File: src/rtl/spi_master_gen.sv
// SPI master with parameterised word width, clock divider, CPOL/CPHA and bit order.
// Streams LEN+1 back-to-back words under one CS_N assertion; all timing derives from CLK.
module spi_master_gen #(
    parameter int DATA_W    = 8,
    parameter int CLK_DIV   = 750,
    parameter bit CPOL      = 1'b0,
    parameter bit CPHA      = 1'b0,
    parameter bit LSB_FIRST = 1'b0,
    parameter int LEN_W     = 4
) (
    input  logic              CLK,
    input  logic              RESET_N,
    input  logic              START,
    input  logic [LEN_W-1:0]  LEN,
    input  logic [DATA_W-1:0] DIN,
    input  logic              MISO,
    output logic              MOSI,
    output logic              SCLK,
    output logic              CS_N,
    output logic              BUSY,
    output logic [DATA_W-1:0] DOUT,
    output logic              DOUT_VALID,
    output logic              DONE
);

    localparam int EDGES = 2 * DATA_W;
    localparam int EW    = $clog2(EDGES);
    localparam int CNT_W = $clog2(CLK_DIV);

    typedef enum logic [2:0] {IDLE, SETUP, XFER, HOLD, GAP} state_t;

    state_t            state;
    logic [CNT_W-1:0]  cnt;
    logic [EW-1:0]     edge_cnt;
    logic [LEN_W-1:0]  rem;
    logic [DATA_W-1:0] tx;
    logic [DATA_W-1:0] rx;
    logic [DATA_W-1:0] nxt;
    logic              first_word;
    logic              more;

    function automatic logic first_bit(input logic [DATA_W-1:0] w);
        return LSB_FIRST ? w[0] : w[DATA_W-1];
    endfunction

    function automatic logic [DATA_W-1:0] shift_word(input logic [DATA_W-1:0] w);
        return LSB_FIRST ? (w >> 1) : (w << 1);
    endfunction

    logic              tick;
    logic              last_edge;
    logic              odd_edge;
    logic              sample_ev;
    logic              final_sample;
    logic [DATA_W-1:0] rx_next;
    logic [DATA_W-1:0] tx_next;

    // edge_cnt holds the number of edges already issued in this word, so edge_cnt+1 is the next one
    assign tick         = (cnt == CNT_W'(CLK_DIV - 1));
    assign last_edge    = (edge_cnt == EW'(EDGES - 1));
    assign odd_edge     = ~edge_cnt[0];
    assign sample_ev    = CPHA ? ~odd_edge : odd_edge;
    assign final_sample = sample_ev && (CPHA ? last_edge : (edge_cnt == EW'(EDGES - 2)));
    assign rx_next      = LSB_FIRST ? {MISO, rx[DATA_W-1:1]} : {rx[DATA_W-2:0], MISO};
    assign tx_next      = shift_word(tx);

    // NOTE: every state register uses <= so all updates see pre-edge values, independent of statement order.
    always_ff @(posedge CLK or negedge RESET_N) begin
        if (!RESET_N) begin
            state      <= IDLE;
            cnt        <= '0;
            edge_cnt   <= '0;
            rem        <= '0;
            tx         <= '0;
            rx         <= '0;
            nxt        <= '0;
            first_word <= 1'b0;
            more       <= 1'b0;
            MOSI       <= 1'b0;
            SCLK       <= CPOL;
            CS_N       <= 1'b1;
            BUSY       <= 1'b0;
            DOUT       <= '0;
            DOUT_VALID <= 1'b0;
            DONE       <= 1'b0;
        end else begin
            DOUT_VALID <= 1'b0;
            DONE       <= 1'b0;
            if (DOUT_VALID && more)
                nxt <= DIN;
            if (state != IDLE)
                cnt <= tick ? '0 : cnt + CNT_W'(1);

            case (state)
                IDLE: begin
                    if (START) begin
                        tx         <= DIN;
                        MOSI       <= first_bit(DIN);
                        rem        <= LEN;
                        cnt        <= '0;
                        edge_cnt   <= '0;
                        first_word <= 1'b1;
                        CS_N       <= 1'b0;
                        BUSY       <= 1'b1;
                        state      <= SETUP;
                    end
                end
                SETUP: state <= XFER;
                XFER: begin
                    if (tick) begin
                        SCLK     <= ~SCLK;
                        edge_cnt <= last_edge ? '0 : edge_cnt + EW'(1);
                        if (sample_ev)
                            rx <= rx_next;
                        if (final_sample) begin
                            DOUT       <= rx_next;
                            DOUT_VALID <= 1'b1;
                            more       <= (rem != '0);
                        end
                        // The next word is loaded on the edge where its first bit is due
                        if (!CPHA) begin
                            if (!odd_edge && !last_edge) begin
                                tx   <= tx_next;
                                MOSI <= first_bit(tx_next);
                            end else if (last_edge && rem != '0) begin
                                tx   <= nxt;
                                MOSI <= first_bit(nxt);
                            end
                        end else begin
                            if (odd_edge && edge_cnt != '0) begin
                                tx   <= tx_next;
                                MOSI <= first_bit(tx_next);
                            end else if (edge_cnt == '0 && !first_word) begin
                                tx   <= nxt;
                                MOSI <= first_bit(nxt);
                            end
                        end
                        if (last_edge) begin
                            first_word <= 1'b0;
                            if (rem == '0)
                                state <= HOLD;
                            else
                                rem <= rem - LEN_W'(1);
                        end
                    end
                end
                HOLD: begin
                    if (tick) begin
                        CS_N  <= 1'b1;
                        MOSI  <= 1'b0;
                        state <= GAP;
                    end
                end
                GAP: begin
                    if (tick) begin
                        BUSY  <= 1'b0;
                        DONE  <= 1'b1;
                        state <= IDLE;
                    end
                end
                default: state <= IDLE;
            endcase
        end
    end

endmodule

File: config.mk
export PLATFORM = sky130hd
export DESIGN_NAME = spi_master_gen
export DESIGN_NICKNAME = d
export VERILOG_FILES = /design/src/rtl/spi_master_gen.sv
export SDC_FILE = /design/constraint.sdc
export NUM_CORES = 1
export LEC_CHECK = 0
export CORE_UTILIZATION = 59
export CTS_BUF_LIST = sky130_fd_sc_hd__clkbuf_8
export DETAILED_ROUTE_END_ITERATION = 12
export GPL_TIMING_DRIVEN = 0
export PLACE_DENSITY = 0.93
export REMOVE_ABC_BUFFERS = 1
export SETUP_SLACK_MARGIN = 0.2
export SLEW_MARGIN = 10
export SYNTH_ARGS = -nofsm -noshare
export SYNTH_HDL_FRONTEND = slang
export SYNTH_SLANG_ARGS = --single-unit
export TNS_END_PERCENT = 30
File: constraint.sdc
create_clock -name CLK -period 2.6 [get_ports CLK]
set_input_delay 0.39 -clock CLK [delete_from_list [all_inputs] [get_ports CLK]]
set_output_delay 0.39 -clock CLK [all_outputs]
set_load 0.02 [all_outputs]
==> impl_metrics.yaml <==
yosys:
  syn_avg_cell_area_um2: 10.9
  synth_cells: 272
  synth_adder_area_share: 0.0210
  yosys_most_used_dff: "dfrtp_1"
  yosys-mux-area-fraction: 0.127
  synth_edf_count: 0
  synth_compound_area_frac: 0.156
  synth_cell_types: 58
  syn_area_mm2: 0.00297
  synth-simple-area-share: 0.169
  yosys_warnings: 0
  async_flop_share: 1.00
  synth_top_family_by_area: "simple AND/OR/NAND/NOR gates"
  seq_area_frac_synth: 0.488
  synthXorXnorAreaFrac: 0.00294
  ys_seq_elements: 58
timing:
  fin_crit_ns: 2.29
  maxSlewViolCount: 0
  finClkSkew_ns: 0.0134
  maxSlewHeadroom: 0.259
  fin_ws_ns: 0.305
  setup_viol: 0
  rsz0062_at_grt: "true"
  fmax_ghz: 0.436
  finalHoldViolations: 0
  finalCritPeriodShare: 0.883
  worst_slew_pin_slew_ns: 1.10
final_layout:
  fin_area_mm2: 0.00351
  n_antenna_cell: 0
  layout-drive-gt1-share: 0.195
  final_nets: 319
  area_growth_pct: 18.1
floorplanning:
  initial_core_util: 0.621
  ioPinCount: 30
  die_h_um: 73
  die_w_um: 73
  rows: 25
  core_mm2: 0.00479
  die_area_mm2: 0.00533
status:
  status: "complete, no violations"
clocking:
  clk_pin_slew_ns: 0.07
  clock-sinks: 58
  cts_buffer_depth: 2
  htreeDepth: 3
  cts-buffers-inserted: 9
  cts-root-buf: "clkbuf_8"
  cts_tree: "built"
  insertion_delay_ns: 0.35
  post_cts_buffers: 0
min_path:
  worstHoldPathType: "in -> async"
worst_setup_path:
  cp-startpoint: "cnt[1]$_DFF_PN0_"
  worst-endpoint-required_ns: 2.83
  regToRegSetupSlack_ns: 0.31
  cp.arrival_ns: 2.53
  rr_endpoint: "DOUT[6]$_DFFE_PN0P_"
  r2r_start: "cnt[1]$_DFF_PN0_"
  r2r_cells: 6
  crit_fanout: 10
  critical_path_class: "reg -> reg"
  end_kind: "flop"
  cp-start-kind: "flop"
global_routing:
  track_usage: 0.273
  grt_max_degree: 59
  met1_usage: 0.359
  grt_antenna_before_repair: 0
  use_met3: 0.0677
  grt_first_pass_wirelength_um: 10700
  grt_pass1_vias: 2214
  grt_remaining_overflow: 0
  grt.busiest_layer: "met2"
  grt_use_met2: 0.409
place:
  dp_slack_ns: 0.0864
  routabilityCongestion: 0.803
  io_buffers: 29
  place_hpwl_um: 4040
  place_area_mm2: 0.00328
routing:
  first_iter_violations: 153
  drc: 0
  drtPass1Iterations: 5
  vias_per_cell: 6.37
  antenna_left: 0
  vias: 2356
  wire_per_inst_um: 17.9
  wl_um: 6640
pwr:
  cellPowerDensity_mw_per_mm2: 771
  total_power_mw: 2.71
  power_leakage_nw: 1.53
  peakVddDrop_mv: 0.574
run:
  cap_violations: 0
==> cells in the final DEF, fill, tap and decap left out, drive strengths merged, types with 2 or more instances in the layout <==
| cell type | n |
|---|---|
| a211o | 2 |
| a211oi | 3 |
| a21o | 2 |
| a21oi | 9 |
| a31oi | 12 |
| a41oi | 2 |
| and3 | 6 |
| and4 | 2 |
| bufinv | 2 |
| clkbuf | 11 |
| clkdlybuf4s50 | 28 |
| clkinv | 3 |
| dfrtp | 57 |
| ha | 5 |
| inv | 7 |
| mux2 | 31 |
| mux2i | 3 |
| nand2 | 19 |
| nand2b | 3 |
| nand3 | 15 |
| nand4 | 6 |
| nor2 | 17 |
| nor3b | 2 |
| nor4 | 2 |
| nor4b | 3 |
| o21ai | 14 |
| o22a | 2 |
| o31ai | 4 |
| o41ai | 2 |
| or2 | 2 |
| or3 | 4 |
| or3b | 2 |
| or4 | 2 |
==> worst max path at each step <==
stage / endpoint / slack, ns / depth (start not counted)
after floorplan: tx[0]$_DFFE_PN0P_ / 0.53 / 5
after global placement: rem[0]$_DFFE_PN0P_ / -0.62 / 1
after detailed placement: cnt[8]$_DFF_PN0_ / 0.09 / 5
after CTS: tx[2]$_DFFE_PN0P_ / 0.21 / 5
after global routing: more$_DFFE_PN0P_ / 0.14 / 5
final: DOUT[6]$_DFFE_PN0P_ / 0.31 / 6
==> synthesized netlist by cell type (2+ instances only) <==
library cell	instances	share of area
mux2i_1	3	0.010
mux2_2	31	0.12
a211o_1	2	0.0059
a21o_1	2	0.0050
dfrtp_1	57	0.48
ha_1	5	0.021
clkbuf_1	3	0.0038
or4_1	2	0.0050
a21oi_1	9	0.015
nand2_1	19	0.024
nor2_1	16	0.020
o31ai_1	4	0.010
buf_4	4	0.010
a211oi_1	2	0.0050
buf_2	7	0.012
nor4b_1	3	0.0088
o21ai_0	14	0.024
and4_1	2	0.0059
nand3_1	15	0.025
and3_1	6	0.013
or3_1	4	0.0084
nand4_1	5	0.011
o41ai_1	2	0.0059
nor4_1	2	0.0042
nand2b_1	3	0.0063
o22a_1	2	0.0059
a31oi_1	12	0.025
inv_1	6	0.0076
==> state kept, by name (all words and copies together) (netlist names), 3 cells and up <==
name and cells:
cnt 10, nxt 8, state 3, rx 7, rem 4, tx 7, DOUT 8, edge_cnt 4
==> cell families (layout without fill, tap and decap cells) <==
logic type,after synthesis,count (layout)
DFF,58,58
xor gates and xnor gates,1,1
muxes,34,34
buffers and inverters,21,52
AOI/OAI and AO/OA,64,64
adders and majority gates,5,5
and+or+nand+nor,89,89
==> stage by stage <==
stage          setup TNS, ns  hold slack [ns]   util  instances
6_report                   0           0.0947  0.734        370
4_1_cts                    0            0.120  0.733        370
2_1_floorplan              0           0.0944      -        258
3_5_place_dp               0            0.462  0.684        354
5_1_grt                    0            0.166  0.734        370
3_3_place_gp          -35.19            0.458  0.684        354
==> report_power, final <==
group,total (mW),leakage (nW),switching [mW],internal (mW)
combinational,0.536,0.694,0.292,0.243
sequential,1.21,0.720,0.174,1.03
clock,0.967,0.121,0.378,0.588
==> area by class of cell <==
type,instances,area [um2]
clock buffers,11,151
clock inverters,5,77.6
fillers,309,1270
inverters,7,26.3
multi-input cells,193,1430
flip-flops and latches,58,1450
well taps,67,83.8
repair buffers,29,288
==> repair_timing <==
action	CTS	global route
gates resized for setup	1	2
pin swaps	0	1
hold buffers	0	0
endpoints found under the setup margin	7	20
cloned	0	0
==> per-layer routing <==
metal / wire length (um) / up-vias / part of all wire
met5: 0 / - / 0
met4: 174 / 0 / 0.026
met3: 317 / 19 / 0.048
met2: 3270 / 81 / 0.49
met1: 2880 / 1180 / 0.43
li1: - / 1076 / -
==> critical path, cell delays in order (launching register included) <==
cell	delay [ns]
dfrtp_1	0.42
inv_1	0.09
ha_1	0.14
and4bb_1	0.44
nand4_2	0.40
nor2_8	0.32
mux2_2	0.36
No activity file was read; power rests on OpenSTA's default activity.
